**config.mk**
```make
export PLATFORM = sky130hd
export DESIGN_NAME = vga_pixel_fetch_flat
export DESIGN_NICKNAME = d
export VERILOG_FILES = /design/src/rtl/vga_pixel_fetch_if.sv /design/src/rtl/vga_pixel_fetch.sv /design/src/flat_wrapper.sv
export SDC_FILE = /design/constraint.sdc
export NUM_CORES = 1
export LEC_CHECK = 0
export BUFFER_PORTS_ARGS = -buffer_cell sky130_fd_sc_hd__buf_2
export CAP_MARGIN = 20
export CORE_UTILIZATION = 25
export CTS_BUF_LIST = sky130_fd_sc_hd__clkbuf_2 sky130_fd_sc_hd__clkbuf_4 sky130_fd_sc_hd__clkbuf_8
export DETAILED_ROUTE_END_ITERATION = 8
export GPL_TIMING_DRIVEN = 0
export SETUP_SLACK_MARGIN = 0.5
export SYNTH_ARGS = -nofsm -noshare
export SYNTH_HDL_FRONTEND = slang
export SYNTH_SLANG_ARGS = --single-unit
```
**constraint.sdc**
```tcl
create_clock -name clk -period 4 [get_ports clk]
set_input_delay 0.8 -clock clk [delete_from_list [all_inputs] [get_ports clk]]
set_output_delay 0.8 -clock clk [all_outputs]
set_load 0.02 [all_outputs]
```
**src/rtl/vga_pixel_fetch_if.sv**
```systemverilog
// Frame-memory read port between vga_pixel_fetch and the memory arbiter.
//   mem_req  : read request, held until the ack cycle
//   mem_addr : word address, stable while mem_req is high
//   mem_ack  : one-cycle completion strobe
//   mem_data : read data, valid only in the mem_ack cycle
//              ([7:0] even pixel, [15:8] odd pixel)
interface vga_pixel_fetch_if #(
  parameter int ADDR_W = 18
);
  logic              mem_req;
  logic [ADDR_W-1:0] mem_addr;
  logic              mem_ack;
  logic [15:0]       mem_data;

  modport master (output mem_req, output mem_addr, input mem_ack, input mem_data);
  modport slave  (input mem_req, input mem_addr, output mem_ack, output mem_data);
endinterface

```
**src/rtl/vga_pixel_fetch.sv**
```systemverilog
// Pixel source stage behind the vga_800x600 timing generator.
// Prefetches packed RGB332 pixel pairs from frame memory into a small FIFO
// and emits one pixel per clock during active video. Holds the timing
// generator frozen until the FIFO is primed, and restarts the frame on each
// vs rising edge.
// Ports:
//   clk, reset         : pixel clock, asynchronous active-high reset
//   hs, vs, blank      : strobes from the timing generator
//   hold               : freezes the timing generator until primed
//   mem                : frame-memory read port (master side)
//   red, green, blue   : registered pixel colour (3/3/2 bits)
//   hs_out, vs_out     : hs/vs delayed to line up with the colour outputs
//   underflow          : sticky flag, an active pixel found the FIFO empty
module vga_pixel_fetch #(
  parameter int BASE_ADDR   = 0,
  parameter int FRAME_WORDS = 240000,
  parameter int ADDR_W      = 18,
  parameter int FIFO_DEPTH  = 16
) (
  input  logic                 clk,
  input  logic                 reset,
  input  logic                 hs,
  input  logic                 vs,
  input  logic                 blank,
  output logic                 hold,
  vga_pixel_fetch_if.master    mem,
  output logic [2:0]           red,
  output logic [2:0]           green,
  output logic [1:0]           blue,
  output logic                 hs_out,
  output logic                 vs_out,
  output logic                 underflow
);

  localparam int PTR_W = $clog2(FIFO_DEPTH);
  localparam int CNT_W = PTR_W + 1;
  localparam logic [ADDR_W-1:0] BASE = ADDR_W'(BASE_ADDR);
  localparam logic [ADDR_W-1:0] LAST = ADDR_W'(BASE_ADDR + FRAME_WORDS - 1);
  localparam logic [CNT_W-1:0]  FULL = CNT_W'(FIFO_DEPTH);

  typedef enum logic [1:0] {PRIME, RUN, FLUSH} state_t;

  state_t            state;
  logic [15:0]       fifo_mem [FIFO_DEPTH];
  logic [PTR_W-1:0]  wr_ptr;
  logic [PTR_W-1:0]  rd_ptr;
  logic [CNT_W-1:0]  count;
  logic              phase;
  logic              vs_p0;

  logic              ack_ok;
  logic              vs_rise;
  logic              restart;
  logic              push;
  logic              active;
  logic              empty;
  logic              pop;
  logic              flush_done;
  logic [15:0]       head;
  logic [7:0]        pix_byte;
  logic [ADDR_W-1:0] next_addr;

  // An ack only counts against a live request; a late ack after reset is dropped.
  assign ack_ok     = mem.mem_req & mem.mem_ack;
  assign vs_rise    = vs & ~vs_p0;
  assign restart    = (state == RUN) & vs_rise;
  // Data returning in FLUSH, or in the cycle that starts a flush, belongs to
  // the old frame and is thrown away.
  assign push       = ack_ok & (state != FLUSH) & ~restart;
  assign active     = (state == RUN) & ~blank;
  assign empty      = (count == '0);
  assign pop        = active & phase & ~empty;
  assign flush_done = (state == FLUSH) & (~mem.mem_req | mem.mem_ack);
  assign head       = fifo_mem[rd_ptr];
  assign pix_byte   = phase ? head[15:8] : head[7:0];
  assign next_addr  = (mem.mem_addr == LAST) ? BASE : mem.mem_addr + ADDR_W'(1);

  // FIFO storage: data only, never reset.
  always_ff @(posedge clk) begin
    if (push) fifo_mem[wr_ptr] <= mem.mem_data;
  end

  // Stage p0 -> outputs: control, fetch and pixel registers.
  always_ff @(posedge clk or posedge reset) begin
    if (reset) begin
      state        <= PRIME;
      hold         <= 1'b1;
      mem.mem_req  <= 1'b0;
      mem.mem_addr <= BASE;
      wr_ptr       <= '0;
      rd_ptr       <= '0;
      count        <= '0;
      phase        <= 1'b0;
      vs_p0        <= 1'b0;
      red          <= '0;
      green        <= '0;
      blue         <= '0;
      hs_out       <= 1'b0;
      vs_out       <= 1'b0;
      underflow    <= 1'b0;
    end else begin
      vs_p0  <= vs;
      hs_out <= hs;
      vs_out <= vs;

      if (active && !empty) begin
        {red, green, blue} <= pix_byte;
      end else begin
        {red, green, blue} <= 8'd0;
      end

      if (active) begin
        phase <= ~phase;
        if (empty) underflow <= 1'b1;
      end

      if (push) wr_ptr <= wr_ptr + PTR_W'(1);
      if (pop)  rd_ptr <= rd_ptr + PTR_W'(1);
      unique case ({push, pop})
        2'b10:   count <= count + CNT_W'(1);
        2'b01:   count <= count - CNT_W'(1);
        default: ;
      endcase

      // Single outstanding request, so "count + outstanding" is just count
      // whenever a new request may start.
      if (ack_ok) begin
        mem.mem_req  <= 1'b0;
        mem.mem_addr <= next_addr;
      end else if (!mem.mem_req && state != FLUSH && !restart && count < FULL) begin
        mem.mem_req <= 1'b1;
      end

      unique case (state)
        PRIME: begin
          if (count == FULL) begin
            state <= RUN;
            hold  <= 1'b0;
          end
        end
        RUN: begin
          if (vs_rise) state <= FLUSH;
        end
        FLUSH: begin
          if (flush_done) begin
            state        <= RUN;
            wr_ptr       <= '0;
            rd_ptr       <= '0;
            count        <= '0;
            phase        <= 1'b0;
            mem.mem_addr <= BASE;
          end
        end
        default: state <= PRIME;
      endcase
    end
  end

endmodule

```
**src/flat_wrapper.sv**
```systemverilog
// flat-port wrapper written by rule: the top's interface ports become plain ports
module vga_pixel_fetch_flat 
#(
  parameter int BASE_ADDR   = 0,
  parameter int FRAME_WORDS = 240000,
  parameter int ADDR_W      = 18,
  parameter int FIFO_DEPTH  = 16
)
  (clk, reset, hs, vs, blank, hold, red, green, blue, hs_out, vs_out, underflow, mem_mem_req, mem_mem_addr, mem_mem_ack, mem_mem_data);
  vga_pixel_fetch_if #(.ADDR_W(ADDR_W)) mem_i ();
  input  logic clk;
  input  logic reset;
  input  logic hs;
  input  logic vs;
  input  logic blank;
  output logic hold;
  output logic [2:0] red;
  output logic [2:0] green;
  output logic [1:0] blue;
  output logic hs_out;
  output logic vs_out;
  output logic underflow;
  output wire logic [$bits(mem_i.mem_req)-1:0] mem_mem_req;
  output wire logic [$bits(mem_i.mem_addr)-1:0] mem_mem_addr;
  input wire logic [$bits(mem_i.mem_ack)-1:0] mem_mem_ack;
  input wire logic [$bits(mem_i.mem_data)-1:0] mem_mem_data;
  assign mem_mem_req = mem_i.mem_req;
  assign mem_mem_addr = mem_i.mem_addr;
  assign mem_i.mem_ack = mem_mem_ack;
  assign mem_i.mem_data = mem_mem_data;
  vga_pixel_fetch #(.BASE_ADDR(BASE_ADDR), .FRAME_WORDS(FRAME_WORDS), .ADDR_W(ADDR_W), .FIFO_DEPTH(FIFO_DEPTH)) u_core (.clk(clk), .reset(reset), .hs(hs), .vs(vs), .blank(blank), .hold(hold), .mem(mem_i), .red(red), .green(green), .blue(blue), .hs_out(hs_out), .vs_out(vs_out), .underflow(underflow));
endmodule
```
Yosys cells after proc, flatten, opt, wreduce, memory -nomap -nowiden

Memories as Yosys holds them, arrays and structs flattened.
Cells that the tools add are included.
Widths: inputs -> output; s select.

Register bits after elaboration: 47
Bits in writable memories: 256
Bits of input ports: 22
Output and inout bits: 31
Word-level logic and storage cells: 88
Memories: 1

Add/sub/neg operators: 5
$lt $le $gt $ge: 1
Equal/unequal tests: 10
Mux-type cells: 28
Bitwise logic cells: 16
Reduce and logical (&&, ||, !) cells: 13

Memory list:

| name            | depth | width | rd ports | clocked after Yosys merged registers in | wr ports | RTL line              | RTL |
|---|---|---|---|---|---|---|---|
| u_core.fifo_mem | 16    | 16    | 1        | 0                                       | 1        | vga_pixel_fetch.sv:44 | `logic [15:0] fifo_mem [FIFO_DEPTH];` |

Operator list:

| operator              | count |
|---|---|
| $mux 18               | 4 |
| $mux 4                | 6 |
| $add 18x1->18 const B | 1 |
| $eq 18x18->1 const B  | 1 |
| $mux 5                | 2 |
| $pmux 5 s2            | 1 |
| $and 1x1->1           | 9 |
| $add 4x1->4 const B   | 2 |
| $mux 2                | 4 |
| $mux 8                | 1 |
| $mux 1                | 7 |
| $mux 3                | 2 |
| $ne 2x1->1 const B    | 3 |
| $not 1->1             | 6 |
| $pmux 2 s3            | 1 |
| $add 5x1->5 const B   | 1 |
| $eq 5x5->1 const B    | 1 |
| $logic_not 5->1       | 1 |
| $lt 5x5->1 const B    | 1 |
| $sub 5x1->5 const B   | 1 |
| $eq 2x1->1 const B    | 2 |
| $eq 2x2->1 const B    | 2 |
| $logic_and 1x1->1     | 4 |
| $reduce_and 2->1      | 2 |
| other kinds (6)       | 8 |

Depth between registers and ports, before layout

Gate-level depths: netlist of the first run.

Depth in word-level cells: 9
Gate-level depth with buffers: 13
Gate-level depth less buffers: 12

Worst setup path after synthesis of the first run

OpenSTA, ideal clock, no wires.

Path kind: input -> register
From: in blank
To: reg u_core.count[4]
Library setup time: 133 ps
Data arrival time: 2,979 ps
Data required time: 3,867 ps
Slack: 888 ps
Cell stages on the path: 12
Buffers on the path: 1
Cells stage by stage: nor2_1 > ha_1 > a21boi_1 > ha_1 > clkbuf_1 > xor2_1 > ha_1 > nor4b_1 > mux2i_1 > o21a_1 > o211ai_1 > o31ai_1

Longest elaborated chain between the ends: 8
Elaborated cells between the ends (all ways): 9
Classes of those cells: eq/ne (2); mux (3); bitwise (4)

RTL lines:

| what                                     | RTL line               | RTL |
|---|---|---|
| start, declared                          | flat_wrapper.sv:15     | `input logic blank;` |
| $not 1->1 *                              | vga_pixel_fetch.sv:70  | `assign active = (state == RUN) & ~blank;` |
| $and 1x1->1 *                            | vga_pixel_fetch.sv:70  |  |
| $and 1x1->1 * (2 in a row)               | vga_pixel_fetch.sv:72  | `assign pop = active & phase & ~empty;` |
| $eq 2x1->1 or $eq 2x2->1 (tied branches) | vga_pixel_fetch.sv:119 | `unique case ({push, pop})` |
| $pmux 5 s2 *                             | vga_pixel_fetch.sv:119 |  |
| $mux 5                                   | vga_pixel_fetch.sv:145 | `if (flush_done) begin` |
| $mux 5 *                                 | vga_pixel_fetch.sv:134 | `unique case (state)` |
| end signal, assigned                     | vga_pixel_fetch.sv:120 | `2'b10: count <= count + CNT_W'(1);` |
| end signal, assigned                     | vga_pixel_fetch.sv:121 | `2'b01: count <= count - CNT_W'(1);` |
| end, declared                            | vga_pixel_fetch.sv:47  | `logic [CNT_W-1:0] count;` |

Mark *: on every way between the ends. The rest lies on a longest branch, timed or not.
A chain may end at the register's enable or synchronous reset.

Worst setup path after layout of the first run

From: reg u_core.state[1]
To: reg u_core.count[4]

Longest elaborated chain between the ends: 8
Elaborated cells between the ends (all ways): 16
Classes of those cells: eq/ne (5); mux (3); bitwise (8)

RTL lines:

| what                                     | RTL line                                     | RTL |
|---|---|---|
| start, declared                          | vga_pixel_fetch.sv:43                        | `state_t state;` |
| start signal, assigned                   | vga_pixel_fetch.sv:86                        | `state <= PRIME;` |
| start signal, assigned                   | vga_pixel_fetch.sv:137                       | `state <= RUN;` |
| start signal, assigned                   | vga_pixel_fetch.sv:142                       | `if (vs_rise) state <= FLUSH;` |
| $eq 2x1->1                               | vga_pixel_fetch.sv:66, vga_pixel_fetch.sv:70 |  |
| $and 1x1->1 (on tied branches)           | vga_pixel_fetch.sv:70, vga_pixel_fetch.sv:66 |  |
| $and 1x1->1 or $not 1->1 (tied branches) | vga_pixel_fetch.sv:72, vga_pixel_fetch.sv:69 |  |
| $and 1x1->1 (on tied branches)           | vga_pixel_fetch.sv:72, vga_pixel_fetch.sv:69 |  |
| $eq 2x1->1 or $eq 2x2->1 (tied branches) | vga_pixel_fetch.sv:119                       |  |
| $pmux 5 s2                               | vga_pixel_fetch.sv:119                       |  |
| $mux 5                                   | vga_pixel_fetch.sv:145                       |  |
| $mux 5 *                                 | vga_pixel_fetch.sv:134                       |  |

Marked as above.

==> out/metrics.yaml, run 1 <==
power_and_ir_drop:
  clkPwrFrac_pct: 29.5
  p_per_area_nw_per_um2: 583.2
  comb_power_share_pct: 25.9
  ir_drop_mv: 0.2655
  p_sw_share_pct: 30.30
  internal_power_mw: 6.033
  seqPwrFrac_pct: 44.6
  p_leak_nw: 5.144
  power_switching_mw: 2.623
worst_setup_path:
  arrival_ns: 3.54
  critPathLaunchType: "register"
  endpoint_kind: "register"
  crit_type: "register to register"
  required_ns: 4.46
  path_max_fanout: 9
global_routing:
  grt_pass1_wl_um: 42080
  grt_overflow_total: 0
  grt_max_degree: 30
  grt_pass1_vias: 6731
  track_usage_pct: 11.19
  antenna_found_initial: 0
hold_path:
  hp-class: "primary input to async pin"
logic_synthesis:
  ys_async_sr_fraction_pct: 15.51
  synth_flop_cell: "edfxtp_1"
  syn_nets: 745
  netlist_area_um2: 12440
  syn_avg_cell_area_um2: 17.44
  seq_area_frac_synth_pct: 71.28
  ys_ff_latch: 303
  ys_types: 57
  synth_warnings: 0
  synth_edf_count: 256
  netlist_instances: 713
die:
  core_um2: 49050
  fp.dieW_um: 225.0
  ioPinCount: 53
  die_y_um: 225.0
  rows: 81
  initial_core_util_pct: 25.35
  dieArea_um2: 50640
drt:
  wirelength_um: 28210
  route.detailed.drc: 0
  drtPass1Iterations: 5
  vias: 6752
  antenna_left: 0
  viasPerCell: 4.413
  wire_per_inst_um: 18.44
  drt_iter0_markers: 586
placed_design:
  port_buffers: 52
  gp_congestion: 0.7919
  hpwl_um: 19060
  post_dp_cell_area_um2: 13920
final_layout:
  diodes: 0
  layout.nets: 866
  final_area_um2: 14840
  final_common_cell: "edfxtp_1"
  drive_gt1_share_pct: 25.52
  multiInputGateArea_um2: 3281
  layout.area.seq_um2: 8865
  layout_common_cells: "edfxtp_1, mux2i_1, buf_2"
  fillers: 4874
  syn_to_final_growth_pct: 19.35
cts:
  cts_setup_buffers: 0
  htree_levels: 2
  clockBufferDepth: 3
  cts_tree: "done"
  worstSkewPairLatency_ns: 0.59
  cts-root-buf: "clkbuf_8"
  clkSinkCount: 303
  cts_buffers: 46
  cts.repair.resized: 0
  path_clk_slew_ns: 0.07
  cts_hold_buffers: 0
sta:
  finalHoldViolCount: 0
  finClkSkew_ns: 0.04545
  tns_ns: 0
  period_share_pct: 77.04
  report.final.slew_viol_count: 0
  grt_setup_unrepaired: "false"
  maxSlewHeadroom_pct: 45.74
  final-setup-viol-count: 0
  fin_hold_ws_ns: 0.2646
  worstMarginPinSlew_ns: 0.8118
  max_freq_mhz: 324.5
  fin_crit_ns: 3.082
run:
  cap_viol_max_count: 0
run_status:
  status: "finished clean"
## per-stage QoR
step / setup WS, ns / util, % / std cells / total power [mW]
6_report: 0.9185 / 30.26 / 1530 / 8.656
5_1_grt: 0.5852 / 30.26 / 1530 / 9.065
4_1_cts: 0.5363 / 30.24 / 1530 / 8.756
3_5_place_dp: 0.2270 / 28.37 / 1450 / 6.179
3_3_place_gp: -0.9057 / 27.58 / 1429 / 6.061
2_1_floorplan: 0.8877 / - / 713 / 5.445
## critical path: stages, from the launching register on
cell and delay (ns):
dfrtp_1 0.43, nand2b_1 0.18, nor2_1 0.25, ha_1 0.19, a21boi_2 0.36, ha_1 0.21, clkbuf_2 0.20, xor2_1 0.09
ha_1 0.26, nor4b_1 0.26, mux2i_1 0.13, o21a_1 0.13, o211ai_1 0.16, o31ai_1 0.09
## synthesized netlist by cell type, types with 4 or more instances
| master | count | share of area (%) |
|---|---|---|
| buf_4 | 5 | 0.30 |
| mux2i_1 | 72 | 5.8 |
| nor2_1 | 47 | 1.4 |
| dfrtp_1 | 46 | 9.3 |
| and2_1 | 5 | 0.25 |
| nand2b_1 | 6 | 0.30 |
| a2111oi_1 | 5 | 0.40 |
| a211oi_1 | 5 | 0.30 |
| buf_6 | 4 | 0.36 |
| o211a_1 | 5 | 0.40 |
| a21oi_1 | 15 | 0.60 |
| nand3_1 | 6 | 0.24 |
| a22oi_1 | 25 | 1.5 |
| nor2b_1 | 12 | 0.60 |
| nand2_1 | 34 | 1.0 |
| nand4_1 | 10 | 0.50 |
| edfxtp_1 | 256 | 62 |
| mux4_2 | 22 | 4.0 |
| xor2_1 | 12 | 0.85 |
| clkbuf_1 | 10 | 0.30 |
| or4_1 | 4 | 0.24 |
| mux4_1 | 14 | 3.0 |
| nor3_1 | 6 | 0.24 |
| buf_2 | 5 | 0.20 |
| buf_12 | 4 | 0.64 |
| ha_1 | 10 | 1.0 |
| xnor2_1 | 13 | 0.92 |
| inv_1 | 7 | 0.21 |
## power by group through the flow
| stage | registers, mW | logic (mW) | clock network, mW |
|---|---|---|---|
| after floorplan | 3.95 | 1.50 | 0 |
| after global placement | 3.92 | 2.14 | 0 |
| after detailed placement | 3.92 | 2.26 | 0 |
| after CTS | 3.86 | 2.27 | 2.63 |
| after global routing | 3.88 | 2.41 | 2.77 |
| final | 3.86 | 2.24 | 2.56 |
## state kept, by name (all words and copies together) (netlist names)
name and cells:
u_core.blue 2, u_core.count 5, u_core.fifo_mem 256, u_core.green 3, u_core.hold 1, u_core.hs_out 1, u_core.mem.mem_addr 18, u_core.mem.mem_req 1
u_core.phase 1, u_core.rd_ptr 4, u_core.red 3, u_core.state 2, u_core.underflow 1, u_core.vs_out 1, u_core.wr_ptr 4
## kinds of logic (layout without fill, tap and decap cells)
logic type	Yosys count	after routing	synth area share, %
fa+ha+maj	10	10	1.006
mux	108	108	12.74
compound gates	76	76	4.427
flops	303	303	71.28
xor+xnor	25	25	1.761
buf+inv	43	196	2.827
simple gates	148	148	5.966
## final timing paths
kind / startpoint / end / slack, ns / cells after the start
min reg2reg: u_core.hold$_DFFE_PP1P_ / u_core.hold$_DFFE_PP1P_ / 0.47 / 1
min in group clk: vs / u_core.vs_out$_DFF_PP0_ / 0.34 / 1
max reg2reg: u_core.state[1]$_DFFE_PP0P_ / u_core.count[4]$_DFF_PP0_ / 0.92 / 13
max: u_core.state[1]$_DFFE_PP0P_ / u_core.count[4]$_DFF_PP0_ / 0.92 / 13
max in group asynchronous: reset / u_core.hold$_DFFE_PP1P_ / 3.10 / 3
min: reset / u_core.rd_ptr[0]$_DFF_PP0_ / 0.26 / 2
## metal layers
| layer | global-route usage [%] | share of wire, % | vias up |
|---|---|---|---|
| met5 | 0 | 0 | - |
| met1 | 15.46 | 47 | 3452 |
| met4 | 3.138 | 1.9 | 0 |
| met3 | 2.503 | 5.6 | 45 |
| li1 | - | - | 3050 |
| met2 | 17.56 | 46 | 205 |
## cell type report
class                           instances  share of cell area, %
Tap cell                              664                  5.597
Sequential cell                       303                  59.72
Clock buffer                           66                  5.361
Clock inverter                         14                 0.7924
Timing Repair Buffer                   73                  4.046
Inverter                                7                 0.1770
Buffer                                 36                  2.200
Multi-Input combinational cell        367                  22.10
Note: power is estimated with default switching activity, not from simulation.
==> run 2, diff against run 1 <==
==> constraint.sdc (replaced) <==
create_clock -name clk -period 2.5 [get_ports clk]
set_input_delay 0.5 -clock clk [delete_from_list [all_inputs] [get_ports clk]]
set_output_delay 0.5 -clock clk [all_outputs]
set_load 0.02 [all_outputs]
==> run 2 against run 1 <==
  * Global-route usage grew 0.53 points
  * Die area stayed put
  * Clock-buffer cell count rose by 4
  * Critical endpoint unchanged
==> out/metrics.yaml, run 2 (synthesis results as in run 1) <==
die:
  initial_core_util_pct: 25.35
  rows: 81
  die_y_um: 225.0
  ioPinCount: 53
  dieArea_um2: 50640
  fp.dieW_um: 225.0
  core_um2: 49050
sta:
  grt_setup_unrepaired: "true"
  finClkSkew_ns: 0.02258
  fin_hold_ws_ns: 0.05171
  final-setup-viol-count: 0
  report.final.slew_viol_count: 0
  worstMarginPinSlew_ns: 1.099
  maxSlewHeadroom_pct: 26.43
  max_freq_mhz: 403.3
  period_share_pct: 99.18
  tns_ns: 0
  finalHoldViolCount: 0
  fin_crit_ns: 2.479
drt:
  vias: 6931
  viasPerCell: 4.395
  drtPass1Iterations: 5
  antenna_left: 0
  wirelength_um: 30010
  drt_iter0_markers: 656
  route.detailed.drc: 0
  wire_per_inst_um: 19.03
power_and_ir_drop:
  p_leak_nw: 5.465
  ir_drop_mv: 0.4274
  p_per_area_nw_per_um2: 949.4
worst_setup_path:
  rr_endpoint: "u_core.count[4]$_DFF_PP0_"
  crit_type: "register to register"
  path_max_fanout: 4
  r2r_slack_ns: 0.02
  endpoint_kind: "register"
  reg2reg_depth: 13
  critPathLaunchType: "register"
  required_ns: 2.96
  arrival_ns: 2.94
  r2r-start: "u_core.state[1]$_DFFE_PP0P_"
hold_path:
  min_path_cells: 1
  holdCritStartpoint: "vs"
  holdPathEnd: "u_core.vs_out$_DFF_PP0_"
  hp-class: "primary input to register"
final_layout:
  drive_gt1_share_pct: 34.39
  largest_register_ffs: 256
  final_common_cell: "edfxtp_1"
  top_register: "u_core.fifo_mem"
  stdcell_count: 1577
  layout_common_cells: "edfxtp_1, mux2i_1, clkbuf_8"
  layout.nets: 905
  post-route-util_pct: 32.45
  reg_top3: "u_core.fifo_mem (256), u_core.mem.mem_addr (18), u_core.count (5)"
  diodes: 0
  syn_to_final_growth_pct: 28.00
placed_design:
  dp.cells: 1432
  port_buffers: 52
  hpwl_um: 17840
  gp_congestion: 0.7452
cts:
  cts_buffers: 50
  clockBufferDepth: 3
  path_clk_slew_ns: 0.06
  htree_levels: 2
  clkSinkCount: 303
  worstSkewPairLatency_ns: 0.60
  cts_tree: "done"
  cts-root-buf: "clkbuf_8"
global_routing:
  grt_pass1_wl_um: 44280
  track_usage_pct: 11.72
  grt_max_degree: 38
  grt_overflow_total: 0
  antenna_found_initial: 1
  grt_pass1_vias: 7161
run:
  cap_viol_max_count: 0
run_status:
  status: "finished clean"
==> run 2: per-layer routing <==
metal,routed length (um),vias to the layer above,global-route usage [%]
met5,0,-,0
met4,588,0,3.621
met3,1469,47,2.412
met2,14610,192,19.23
met1,13340,3552,15.49
li1,-,3140,-
==> run 2: final cells by class <==
class                      instances  area [um^2]
sequential                       303         8869
timing repair buffer             108         1055
fill                            4749        33130
buffer                            36        380.4
inverter                           7        26.28
multi-input combinational        367         3707
tap                              664        830.8
clock buffer                      70        882.1
clock inverter                    22        168.9
==> run 2: through the flow <==
step                      cell area [um^2]  worst slack (ns)  total power [mW]
after floorplan                      12640          -0.01123             8.881
after global placement               13730           -0.3352             9.847
after detailed placement             13790           -0.3814             9.925
after CTS                            15610          -0.03192             14.98
after global routing                 15920           -0.1447             15.79
final                                15920           0.02052             15.11
==> run 2: worst max path at each step <==
stage,from,endpoint,slack (ns),cells past startpoint
6_report,u_core.state[1]$_DFFE_PP0P_,u_core.count[4]$_DFF_PP0_,0.02,13
4_1_cts,u_core.state[1]$_DFFE_PP0P_,u_core.count[4]$_DFF_PP0_,-0.03,13
2_1_floorplan,u_core.state[1]$_DFFE_PP0P_,u_core.count[4]$_DFF_PP0_,-0.01,12
3_5_place_dp,mem_mem_ack,u_core.fifo_mem[3][8]$_DFFE_PP_,-0.38,5
3_3_place_gp,mem_mem_ack,u_core.fifo_mem[3][8]$_DFFE_PP_,-0.34,5
5_1_grt,u_core.count[1]$_DFF_PP0_,u_core.count[4]$_DFF_PP0_,-0.14,12
==> run 2: power breakdown <==
part	switching, mW	internal, mW
sequential	0.278	5.93
combinational	2.40	2.00
clock	2.00	2.51
==> run 2: timing repair <==
item,4_1_cts,5_1_grt
pin swaps,43,15
endpoints found under the hold margin,11,0
setup buffers,40,8
hold buffers,2,0
gates cloned,0,3
resized for setup,59,35
setup endpoints to repair,292,126
==> run 2: critical path, stage by stage (launching register included) <==
cell	delay [ns]
dfrtp_2	0.43
nand2b_4	0.16
nor2_4	0.13
ha_2	0.17
a21boi_4	0.21
ha_4	0.16
buf_8	0.10
xor2_4	0.16
ha_4	0.18
a21o_1	0.11
a22oi_1	0.07
o21a_1	0.20
o211ai_1	0.18
o31ai_1	0.10
